## src/rtl/drv_display_mux.sv

```systemverilog
// Time-multiplexed 7-segment driver: scans NDIG digits, captures inputs once per frame,
// with leading-zero blanking, PWM brightness, special glyphs and selectable polarities.
module drv_display_mux #(
    parameter int NDIG           = 3,
    parameter int PRESC          = 50000,
    parameter int BW             = 4,
    parameter bit SEG_ACTIVE_LOW = 1'b1,
    parameter bit EN_ACTIVE_LOW  = 1'b0
) (
    input  logic              clk,
    input  logic              rst,
    input  logic [NDIG*5-1:0] digits,
    input  logic              blank_lz,
    input  logic [BW-1:0]     brightness,
    output logic [6:0]        segmentos,
    output logic [NDIG-1:0]   enable,
    output logic              frame_start
);

    localparam int          CW      = $clog2(PRESC);
    localparam int          IW      = (NDIG > 1) ? $clog2(NDIG) : 1;
    localparam logic [31:0] STEP    = 32'(PRESC >> BW);
    localparam logic [6:0]  SEG_OFF = SEG_ACTIVE_LOW ? 7'h7F : 7'h00;

    logic [CW-1:0]     cnt;
    logic [IW-1:0]     idx;
    logic [NDIG*5-1:0] snap_digits;
    logic              snap_blz;
    logic [BW-1:0]     snap_bright;

    logic              cnt_last;
    logic              idx_last;
    logic [NDIG-1:0]   lz_mask;
    logic              lz_run;
    logic [4:0]        cur_code;
    logic              cur_blank;
    logic              lit_now;
    logic [6:0]        pattern;
    logic [NDIG-1:0]   onehot;

    function automatic logic [6:0] decode(input logic [4:0] code);
        case (code)
            5'd0:    decode = 7'h3F;
            5'd1:    decode = 7'h06;
            5'd2:    decode = 7'h5B;
            5'd3:    decode = 7'h4F;
            5'd4:    decode = 7'h66;
            5'd5:    decode = 7'h6D;
            5'd6:    decode = 7'h7D;
            5'd7:    decode = 7'h07;
            5'd8:    decode = 7'h7F;
            5'd9:    decode = 7'h6F;
            5'd10:   decode = 7'h77;
            5'd11:   decode = 7'h7C;
            5'd12:   decode = 7'h39;
            5'd13:   decode = 7'h5E;
            5'd14:   decode = 7'h79;
            5'd15:   decode = 7'h71;
            5'd17:   decode = 7'h40;
            5'd18:   decode = 7'h08;
            default: decode = 7'h00;
        endcase
    endfunction

    assign cnt_last = (cnt == CW'(PRESC - 1));
    assign idx_last = (idx == IW'(NDIG - 1));

    // Scan position and the once-per-frame snapshot that keeps the display tear-free
    always_ff @(posedge clk) begin
        if (rst) begin
            cnt         <= '0;
            idx         <= '0;
            snap_digits <= '0;
            snap_blz    <= 1'b0;
            snap_bright <= '0;
        end else begin
            if (cnt_last) begin
                cnt <= '0;
                idx <= idx_last ? '0 : idx + 1'b1;
            end else begin
                cnt <= cnt + 1'b1;
            end
            if (cnt_last && idx_last) begin
                snap_digits <= digits;
                snap_blz    <= blank_lz;
                snap_bright <= brightness;
            end
        end
    end

    // Zeros are blanked from the top digit down until the first non-zero code
    always_comb begin
        lz_mask = '0;
        lz_run  = 1'b1;
        for (int i = NDIG - 1; i >= 1; i--) begin
            lz_run     = lz_run && (snap_digits[5*i +: 5] == 5'd0);
            lz_mask[i] = lz_run && snap_blz;
        end
    end

    always_comb begin
        cur_code  = '0;
        cur_blank = 1'b0;
        for (int i = 0; i < NDIG; i++) begin
            if (idx == IW'(i)) begin
                cur_code  = snap_digits[5*i +: 5];
                cur_blank = lz_mask[i];
            end
        end
        lit_now = (&snap_bright) || (32'(cnt) < 32'(snap_bright) * STEP);
        pattern = cur_blank ? 7'h00 : decode(cur_code);
        onehot  = '0;
        for (int i = 0; i < NDIG; i++) begin
            onehot[i] = (idx == IW'(i)) && !cur_blank && lit_now;
        end
    end

    always_ff @(posedge clk) begin
        if (rst) begin
            segmentos   <= SEG_OFF;
            enable      <= EN_ACTIVE_LOW ? '1 : '0;
            frame_start <= 1'b0;
        end else begin
            segmentos   <= SEG_ACTIVE_LOW ? ~pattern : pattern;
            enable      <= EN_ACTIVE_LOW ? ~onehot : onehot;
            frame_start <= (cnt == '0) && (idx == '0);
        end
    end

endmodule
```

## config.mk

```make
export PLATFORM = sky130hd
export DESIGN_NAME = drv_display_mux
export DESIGN_NICKNAME = d
export VERILOG_FILES = /design/src/rtl/drv_display_mux.sv
export SDC_FILE = /design/constraint.sdc
export NUM_CORES = 1
export LEC_CHECK = 0
export ABC_AREA = 1
export CAP_MARGIN = 20
export CORE_MARGIN = 4
export CORE_UTILIZATION = 53
export CTS_BUF_LIST = sky130_fd_sc_hd__clkbuf_8
export DETAILED_ROUTE_END_ITERATION = 6
export PLACE_DENSITY = 0.79
export SLEW_MARGIN = 5
export SYNTH_ARGS = -nofsm -noshare
export SYNTH_HDL_FRONTEND = slang
export SYNTH_SLANG_ARGS = --single-unit
```

## constraint.sdc

```tcl
create_clock -name clk -period 2.8 [get_ports clk]
set_input_delay 0.56 -clock clk [delete_from_list [all_inputs] [get_ports clk]]
set_output_delay 0.56 -clock clk [all_outputs]
set_load 0.05 [all_outputs]
```

==> impl_summary.txt <==
----------------------------------------------------
[STA]
  Final hold slack ... 0.453 ns
  Number of failing setup endpoints in the final timing report ... 3
  Post-route clock period utilization ... 107%
  Maximum clock frequency ... 334 MHz
  Worst path setup slack after routing ... -0.190 ns
  Max Slew Vio Count ... 0
  Slew headroom ... 65.6%
  Measured slew at the worst slew-check pin ... 0.514 ns
  Fin Setup TNS ... -0.535 ns
  Unrepaired setup endpoints after global routing ... yes
  Number of hold violations in the final report ... 0
  Largest clock skew in the final design ... 0.0118 ns
  Crit path time final ... roughly 3 ns

[Floorplanning]
  Die Y-Extent ... approximately 86 µm
  Die X-Extent ... 86.2 µm
  Core region area ... ~5900 µm²
  IO Pins ... 33
  Die area ... around 7400 µm²
  Initial Util ... 54.7%
  Number of core rows ... 28

[Worst setup path]
  Endpoint required time on the critical path ... 3.04 ns
  Critical Path Fanout Max ... 5
  Worst r2r src ... snap_bright[3]
  Path depth of the worst reg2reg path ... 17
  Termination of the worst setup path ... enable[2]
  Reg2Reg Capture Point ... enable[2]
  Signal arrival time at the worst endpoint ... roughly 3.2 ns
  Startpoint type of the worst setup path ... register
  Type of element capturing the critical path ... register
  R2R setup slack ... -0.19 ns
  Crit path launch ... snap_bright[3]
  Setup CP Type ... reg -> reg

[Route]
  Length of routed met3 wiring ... about 410 µm
  Metal-1 WL ... 3640 µm
  TritonRoute pass-1 iters ... 5
  Count of unresolved DRC violations after routing ... 0
  Routed wire length per instance ... approximately 14 µm
  Drt initial violations ... between 150 and 200
  Length of routed met2 wiring ... between 3000 and 4000 µm
  Top Metal Used ... met4
  Overall routed net length ... ~8100 µm
  Number of vias per cell after detailed routing ... roughly 5.4
  Via count ... about 3.1k
  Routed Antenna Nets ... 0

[Power and ir drop]
  Cell area power density ... 318 nW/µm²
  Cell leakage power ... about 1.7 nW
  Worst ir drop on vdd ... roughly 0.00025 V

[Global routing]
  Via count of the first global-routing pass ... 3010
  Global-route usage over all layers ... 21.9%
  Wire length of the first global-routing pass ... about 13000 µm
  Largest net degree at the start of global routing ... between 40 and 50
  Total grt overflow ... 0
  Initial antenna violation count ... 0

[Clocking]
  Clock-pin slew on the worst setup and hold paths ... 0.09 ns
  Max Root-Sink Buffers ... 2
  Clock latency of the later-clocked register in the worst-skew pair ... ~0.30 ns
  CTS Buf Count ... 5
  Clock H-tree levels ... 2
  Clock tree from TritonCTS ... done
  Cell at the root of the clock tree ... clkbuf_8
  Num Clock Sinks ... 49

[Yosys]
  Number of warnings issued by yosys ... 0
  Number of distinct library cells after synthesis ... 32
  Post-Syn Nets ... ~500
  Most common cell in the synthesized netlist ... nand2_1
  Predominant post-synthesis flop cell ... dfxtp_1
  Leading post-synthesis cells by instance count ... 90 x nand2_1, 63 x inv_1, 49 x dfxtp_1
  Post-synthesis area per instance ... between 7 and 8 µm²
  Area share of the leading cell type in the synthesized netlist ... a little under a third
  Number of instances in the synthesized netlist ... 448
  Fraction of registers with async set/reset ... 0%
  Biggest area consumer among synthesized cells ... dfxtp_1
  Flop and latch count out of synthesis ... between 40 and 50
  Number of synthesized flops with an enable pin ... 0
  Netlist area before placement ... approximately 3200 µm²
  Fraction of the yosys area taken by sequential cells ... 30.3%
  Ranking of synthesized cells by area ... dfxtp_1 30%, ha_1 16%, nand2_1 10%

[Layout]
  # fillers ... roughly 450
  Layout Cell Area excl Fill ... 4110 µm²
  Nets ... between 500 and 600
  Layout-stage area growth over the synthesis result ... 26.8%
  Count of inserted antenna diode cells ... 0
  Proportion of layout cells with a drive suffix above 1 ... about 18%
  Final Non-Filler Cells ... between 500 and 600

[Hold path]
  Cells on Worst Hold Path ... 2
  Worst Hold Class ... reg -> reg

[Placed design]
  Placed inst area ... between 3000 and 4000 µm²
  Post-placement worst setup slack ... -0.262 ns
  Final Wtd Congestion ... 0.910
  Number of cells in the design after placement ... about 570
  Half-perimeter wire length after detailed placement ... approximately 5700 µm
  Number of port buffers ... 32

[Outcome]
  Status ... finished with violations
  Violations in the final reports ... negative setup slack

[Flow run]
  Maxcap violations ... 0

----------------------------------------------------
[state kept, by name, summed over array words and instances (netlist names)]
| register | flops |
|---|---|
| segmentos | 7 |
| idx | 2 |
| cnt | 16 |
| enable | 3 |
| snap_digits | 15 |
| snap_blz | 1 |
| frame_start | 1 |
| snap_bright | 4 |
[per-stage QoR]
stage               util (%)  total power [mW]
global placement        62.9             0.851
finish                  69.3              1.31
detailed placement      62.9             0.854
floorplan                  -             0.798
global route            69.3              1.35
CTS                     67.6              1.31
[layout by cell type (no fill, tap or decap), types with 4 or more instances in the layout]
cell type / count
a21oi_1: 39
a21oi_2: 7
buf_4: 22
clkbuf_8: 7
clkdlybuf4s50_1: 32
dfxtp_1: 46
ha_1: 30
ha_4: 9
inv_1: 59
inv_2: 10
nand2_1: 84
nand2_2: 7
nand3_1: 17
nand3_2: 6
nand4_1: 11
nor2_1: 30
nor3_1: 7
o21ai_0: 4
o21ai_1: 28
xor2_1: 11
[cell type report]
class                           instances  area, µm²  area share [%]
Multi-Input combinational cell        321       2150            52.5
Clock buffer                            7       96.3            2.35
Tap cell                               75       93.8            2.29
Inverter                               70        263            6.40
Sequential cell                        49        992            24.2
Timing Repair Buffer                   55        497            12.1
Clock inverter                          1       8.76           0.213
[layer usage]
metal	vias to the layer above	track usage [%]
met3	29	3.27
met1	1417	28.2
met4	0	8.49
li1	1580	-
met2	105	36.9
met5	-	0
[critical path, cell delays in order (launching register included)]
cell and delay [ns]:
dfxtp_4 0.39, ha_4 0.18, xor2_2 0.14, ha_2 0.17
a21o_1 0.19, ha_4 0.27, nand3_2 0.07, nand2_2 0.09
nand3_2 0.08, nand2_2 0.08, a21oi_2 0.15, xor2_1 0.19
ha_1 0.30, a21oi_2 0.17, o21ai_1 0.09, a21oi_2 0.12
nand2_2 0.11, a21oi_2 0.14
[how the worst min path moves through the flow]
stage | endpoint | start | slack (ns)
after floorplan | snap_digits[0] | snap_digits[0] | 0.42
after global routing | snap_digits[2] | snap_digits[2] | 0.48
after global placement | snap_digits[1] | snap_digits[1] | 0.44
after CTS | snap_digits[4] | snap_digits[4] | 0.45
final | snap_digits[4] | snap_digits[4] | 0.45
after detailed placement | snap_digits[4] | snap_digits[4] | 0.44
[power breakdown]
part	internal [mW]	switching (mW)	leakage, nW
combinational	0.0551	0.0701	1.23
sequential	0.705	0.00720	0.400
clock	0.229	0.242	0.0549
[cells by family after synthesis]
group / share of synthesized area [%]
XOR/XNOR: 4.06
adder cells (fa/ha/maj): 15.8
AND/OR/NAND/NOR: 25.1
flip-flops: 30.3
buffers and inverters: 10.4
AO/OA/AOI/OAI: 14.3
[repair_timing]
item	CTS	global route
resized for setup	30	21
hold buffers	0	0
setup endpoints to repair	3	3
buffers inserted	2	3
pin swaps	12	18
Power figures use the tool's default switching activity.
